## src/rtl/activation_backward.sv

```systemverilog
// Element-serial activation backward pass: grad_in[i] = f'(pre_act[i]) * grad_out[i] for ReLU / Leaky ReLU.
// Optional zero-element counter is enabled with the ACT_BWD_ZERO_COUNT_EN macro.
module activation_backward #(
  parameter int DATA_WIDTH     = 8,
  parameter int NUM_ELEMENTS   = 16,
  parameter int USE_LEAKY_RELU = 1
) (
  input  logic                                 clk,
  input  logic                                 rst,
  input  logic                                 start,
  output logic                                 done,
  output logic                                 busy,
  input  logic [DATA_WIDTH*NUM_ELEMENTS-1:0]   pre_act_flat,
  input  logic [DATA_WIDTH*NUM_ELEMENTS-1:0]   grad_out_flat,
  output logic [DATA_WIDTH*NUM_ELEMENTS-1:0]   grad_in_flat
`ifdef ACT_BWD_ZERO_COUNT_EN
  ,
  output logic [$clog2(NUM_ELEMENTS+1)-1:0]    zero_count
`endif
);

  localparam int FLAT_W = DATA_WIDTH * NUM_ELEMENTS;
  localparam int IDX_W  = (NUM_ELEMENTS > 1) ? $clog2(NUM_ELEMENTS) : 1;
  localparam logic [IDX_W-1:0] LAST_IDX = IDX_W'(NUM_ELEMENTS - 1);

  typedef enum logic [1:0] {
    IDLE,
    PROCESS,
    DONE
  } state_e;

  state_e                       state_q, state_d;
  logic [FLAT_W-1:0]            pre_act_q, pre_act_d;
  logic [FLAT_W-1:0]            grad_out_q, grad_out_d;
  logic [FLAT_W-1:0]            grad_in_q, grad_in_d;
  logic [IDX_W-1:0]             idx_q, idx_d;
  logic                         done_q, done_d;
  logic                         cur_neg;
  logic signed [DATA_WIDTH-1:0] cur_grad;
  logic signed [DATA_WIDTH-1:0] cur_result;

  // Derivative of the activation applied to the element currently addressed by idx_q.
  always_comb begin
    cur_neg  = pre_act_q[idx_q*DATA_WIDTH + DATA_WIDTH - 1];
    cur_grad = grad_out_q[idx_q*DATA_WIDTH +: DATA_WIDTH];
    if (!cur_neg) begin
      cur_result = cur_grad;
    end else if (USE_LEAKY_RELU != 0) begin
      cur_result = cur_grad >>> 7;
    end else begin
      cur_result = '0;
    end
  end

  always_comb begin
    state_d    = state_q;
    pre_act_d  = pre_act_q;
    grad_out_d = grad_out_q;
    grad_in_d  = grad_in_q;
    idx_d      = idx_q;
    done_d     = 1'b0;
    case (state_q)
      IDLE: begin
        if (start) begin
          state_d    = PROCESS;
          pre_act_d  = pre_act_flat;
          grad_out_d = grad_out_flat;
          grad_in_d  = '0;
          idx_d      = '0;
        end
      end
      PROCESS: begin
        grad_in_d[idx_q*DATA_WIDTH +: DATA_WIDTH] = cur_result;
        idx_d = idx_q + 1'b1;
        if (idx_q == LAST_IDX) begin
          state_d = DONE;
          done_d  = 1'b1;
          idx_d   = '0;
        end
      end
      DONE: begin
        // Stay here until start drops so a held start cannot retrigger.
        if (!start) begin
          state_d = IDLE;
        end
      end
      default: state_d = IDLE;
    endcase
  end

  always_ff @(posedge clk) begin
    if (!rst) begin
      state_q    <= IDLE;
      pre_act_q  <= '0;
      grad_out_q <= '0;
      grad_in_q  <= '0;
      idx_q      <= '0;
      done_q     <= 1'b0;
    end else begin
      state_q    <= state_d;
      pre_act_q  <= pre_act_d;
      grad_out_q <= grad_out_d;
      grad_in_q  <= grad_in_d;
      idx_q      <= idx_d;
      done_q     <= done_d;
    end
  end

  assign done         = done_q;
  assign busy         = (state_q == PROCESS);
  assign grad_in_flat = grad_in_q;

`ifdef ACT_BWD_ZERO_COUNT_EN
  localparam int CNT_W = $clog2(NUM_ELEMENTS + 1);

  logic [CNT_W-1:0] zero_count_q, zero_count_d;

  always_comb begin
    zero_count_d = zero_count_q;
    if (state_q == IDLE && start) begin
      zero_count_d = '0;
    end else if (state_q == PROCESS && cur_result == '0) begin
      zero_count_d = zero_count_q + 1'b1;
    end
  end

  always_ff @(posedge clk) begin
    if (!rst) begin
      zero_count_q <= '0;
    end else begin
      zero_count_q <= zero_count_d;
    end
  end

  assign zero_count = zero_count_q;
`endif

endmodule

```

## config.mk

```make
export PLATFORM = sky130hd
export DESIGN_NAME = activation_backward
export DESIGN_NICKNAME = d
export VERILOG_FILES = /design/src/rtl/activation_backward.sv
export SDC_FILE = /design/constraint.sdc
export NUM_CORES = 1
export LEC_CHECK = 0
export ABC_AREA = 1
export CAP_MARGIN = 0
export CELL_PAD_IN_SITES_DETAIL_PLACEMENT = 1
export CELL_PAD_IN_SITES_GLOBAL_PLACEMENT = 1
export CORE_MARGIN = 2
export CORE_UTILIZATION = 32
export DETAILED_ROUTE_END_ITERATION = 10
export GPL_TIMING_DRIVEN = 0
export PLACE_DENSITY = 0.86
export SYNTH_ARGS = -nofsm -noshare
export SYNTH_HDL_FRONTEND = slang
export SYNTH_SLANG_ARGS = --single-unit
```

## constraint.sdc

```tcl
create_clock -name clk -period 3.1 [get_ports clk]
set_input_delay 0.93 -clock clk [delete_from_list [all_inputs] [get_ports clk]]
set_output_delay 0.93 -clock clk [all_outputs]
set_load 0.01 [all_outputs]
```

==> impl_summary.md <==
Timing
Setup violations remaining at the end of the flow were counted as 0. The max-slew headroom at the worst pin is 0.316. The number of endpoints with negative hold slack in the final report was 0. The final total negative setup slack is 0 ns. Timing would allow up to 328 MHz.

For the pin with the worst max-slew slack, the measured transition is 1.03 ns. Of the available clock period, the critical path in the final layout requires 0.983. Setup repair after global routing could not meet its margin everywhere. The worst setup skew after layout is 0.0160 ns.

The number of max-slew violations in the final report is 0. The post-layout minimum cycle time is 3.05 ns.

Critical path
The required time of the critical path is 3.53 ns. The worst flop-to-flop path startpoint is idx_q[0]. Counting cells, the worst reg-to-reg path comes to 11.

In this run the worst setup path terminates at grad_out_q[99]. The worst-case register-to-register setup slack is 0.12 ns. The reg-to-reg endpoint is grad_in_flat[101]. At the worst endpoint, the arrival time is 3.48 ns.

The critical path class is in2reg. STA classifies the critical path endpoint as a register. The maximum net fanout on the critical path is 10. The type of origin of the critical path is an input port. The worst setup path startpoint is start.

Placed design
The number of I/O port buffers is 276. Counting tap cells, the placed design contains a total of 2548 instances. After legalization and detailed placement, the total HPWL measured 37000 um. Summing all placed instances gives a cell area of 15600 um2. Routability-driven placement finished with a final weighted congestion of 0.897.

Yosys
The count of mapped cells out of synthesis is 1761. After synthesis, the mean cell area works out to 6.95 um2. The post-synthesis cell type count is 29. The compound-cell area share of the yosys netlist came to 0.161.

The synthesized-area fraction occupied by xor and xnor cells is 0.00204. Synthesis inferred 279 register bits. Of the total synthesized cell area, the portion taken by full adders, half adders and majority gates is 0.00613. The mapped cell area is 12200 um2. The simple-gate share of the synthesized area is 0.269. The synthesized net count is 2026.

After synthesis, the largest family of logic cells by area is simple AND/OR/NAND/NOR gates. The share of the yosys chip area belonging to registers is 0.456. The count of yosys warnings during synthesis is 0. Measured against the total synthesized area, the mux share comes to 0.

Global route
The number of antenna violations at the first check in global routing was 2. The wire length of the first global-routing pass is 74200 um. Entering global routing, the biggest net connects 15 pins.

The via count of the first global-routing pass is 13600. Summed over all layers, the global routing overflow is 0. The combined global-route utilization of all metal layers is 0.241.

Floorplanning
The die area is 39800 um2. The x dimension of the die is 200 um. The floorplan row count is 71. The core area is 37700 um2. The effective utilization at floorplan is 0.325. The die outline height is 200 um. The number of ports placed on the die boundary is 389.

Cells and area
The proportion of layout cells with a drive suffix above 1 is 0.0649. Summing all non-filler instances in the final layout gives an area of 16800 um2. The number of inserted filler cells in the final layout is 4810. The total number of nets in the final design is 2340. For this run, the number of standard cells in the final layout without fillers is 2610.

From synthesis to final layout, the design area changed by 37.3%. For this run, the share of the core covered by cells in the final layout is 0.446.

CTS
The number of buffers on the longest clock path is 3. The number of hold buffers added after CTS was 0. The tree is rooted in a sky130_fd_sc_hd__clkbuf_16. The CTS clock-pin slew for the worst setup and hold paths is 0.06 ns.

The clock latency on the worst-skew pair is 0.57 ns. The TritonCTS clock tree is yes. CTS built an H-tree with a depth of 1. CTS saw 279 sinks. The number of buffers added by the clock tree synthesis step is 30.

Route
The detailed-route vias per instance is 4.97. The first TritonRoute pass finished after 5 iterations. The number of violations reported at the end of detailed-routing iteration 0 is 755.

The total DRC errors in the routed layout is 0. The count of nets left with antenna violations once routing finished came out at 0. The average detailed-routed wire length per instance is 18.6 um.

The detailed-route wire length is 48700 um. The total via count in the routed design is 13000.

Power and ir drop
The analysis attributes to cell leakage a power of 6.30 nW. Dividing total power by cell area gives a power density of 531 nW/um2. Total power for the finished layout comes to 8.93 mW.

VDD sags by at most 414 uV.

Min path
In this run the worst hold path is classified as reg2reg.

Run status
The run finished with clean final reports.

Run
The number of max-cap violations is 0.
## per-layer routing
layer	global-route usage	up-vias	wire (um)
met5	0	-	0
met4	0.0999	0	1870
met3	0.0376	108	2610
met2	0.412	381	23200
met1	0.302	6224	21000
li1	-	6264	-
## stage by stage
step / worst slack [ns] / hold slack, ns
6_report: 0.0537 / 0.454
5_1_grt: -0.0437 / 0.473
4_1_cts: 0.00631 / 0.456
3_5_place_dp: -0.517 / 0.446
3_3_place_gp: -0.463 / 0.437
2_1_floorplan: 0.660 / 0.424
## worst min path at each step
stage / slack [ns] / cells past startpoint / to / startpoint
floorplan: 0.42 / 2 / grad_out_q[101] / grad_out_q[101]
global placement: 0.44 / 2 / grad_out_q[103] / grad_out_q[103]
global route: 0.47 / 2 / grad_out_q[62] / grad_out_q[62]
detailed placement: 0.45 / 2 / grad_out_q[41] / grad_out_q[41]
CTS: 0.46 / 2 / grad_out_q[81] / grad_out_q[81]
finish: 0.45 / 2 / grad_out_q[67] / grad_out_q[67]
## cell usage in the layout (no fill, tap or decap), types with 5 or more instances in the layout
cell type                         netlist  final
sky130_fd_sc_hd__nand2_2                4      6
sky130_fd_sc_hd__a21oi_1              217    217
sky130_fd_sc_hd__dfxtp_1              279    277
sky130_fd_sc_hd__clkbuf_1              73     76
sky130_fd_sc_hd__a21oi_4                7      7
sky130_fd_sc_hd__nand2_1              281    279
sky130_fd_sc_hd__nor2_1               258    253
sky130_fd_sc_hd__nand3_1              190    190
sky130_fd_sc_hd__clkbuf_8               0     10
sky130_fd_sc_hd__nor2_2                 6      7
sky130_fd_sc_hd__ha_1                   6      5
sky130_fd_sc_hd__buf_4                  6     12
sky130_fd_sc_hd__nor2_4                 3      7
sky130_fd_sc_hd__buf_2                 19     18
sky130_fd_sc_hd__clkdlybuf4s50_1        0    276
sky130_fd_sc_hd__inv_1                211    211
sky130_fd_sc_hd__clkinv_2               0      5
sky130_fd_sc_hd__clkbuf_16              0     31
sky130_fd_sc_hd__inv_2                 12     12
sky130_fd_sc_hd__o21ai_0              150    150
sky130_fd_sc_hd__nand4_1               19     19
## logic make-up (layout without fill, tap and decap cells)
logic type                 Yosys count  in the layout
adders and majority gates            6              6
AOI/OAI and AO/OA                  376            376
buffers and inverters              328            664
and+or+nand+nor                    770            770
other                                0              2
xor gates and xnor gates             2              2
DFF                                279            279
## sequential cells by signal (all words and copies together) (netlist names)
register	flops
state_q	2
done	1
grad_in_flat	128
grad_out_q	128
idx_q	4
pre_act_q	16
## area by class of cell
cell class	instances	area (um2)	share of cell area
Tap cell	511	639	0.0380
Buffer	104	463	0.0276
Sequential cell	279	5590	0.333
Timing Repair Buffer	282	2810	0.167
Inverter	224	841	0.0500
Clock inverter	9	101	0.00603
Multi-Input combinational cell	1154	5430	0.323
Antenna cell	2	5.00	0.000298
Clock buffer	45	928	0.0552
## synthesized netlist by cell type (all sizes together)
| master | instances | share of area |
|---|---|---|
| o22ai | 1 | 0.00051 |
| nand4 | 22 | 0.013 |
| o21ai | 150 | 0.061 |
| nor3 | 4 | 0.0038 |
| xnor2 | 1 | 0.0013 |
| ha | 6 | 0.0061 |
| nand2 | 285 | 0.088 |
| nand3 | 190 | 0.078 |
| buf | 31 | 0.015 |
| nor4 | 1 | 0.0010 |
| inv | 223 | 0.068 |
| nor2 | 267 | 0.085 |
| clkinv | 1 | 0.00031 |
| clkbuf | 73 | 0.022 |
| a21oi | 224 | 0.098 |
| a221oi | 1 | 0.00072 |
| or2 | 1 | 0.00051 |
| xor2 | 1 | 0.00072 |
| dfxtp | 279 | 0.46 |
## critical path: stages
cell and delay [ns]:
sky130_fd_sc_hd__clkdlybuf4s50_1 0.56, sky130_fd_sc_hd__nand2_1 0.10, sky130_fd_sc_hd__nor2_1 0.47, sky130_fd_sc_hd__inv_1 0.17, sky130_fd_sc_hd__clkbuf_1 0.48, sky130_fd_sc_hd__clkbuf_1 0.31, sky130_fd_sc_hd__o21ai_0 0.37, sky130_fd_sc_hd__a21oi_1 0.07
## repair_timing
item / 4_1_cts / 5_1_grt
setup endpoints to repair: 73 / 187
buffers inserted: 0 / 6
gates resized for setup: 8 / 13
pin swaps: 0 / 2
## where the power goes
group / internal, mW / leakage, nW / switching, mW / total, mW
Combinational: 0.462 / 3.50 / 0.919 / 1.38
Sequential: 3.75 / 2.28 / 0.0493 / 3.80
Clock: 2.22 / 0.511 / 1.53 / 3.75
(Power assumes the default switching activity.)
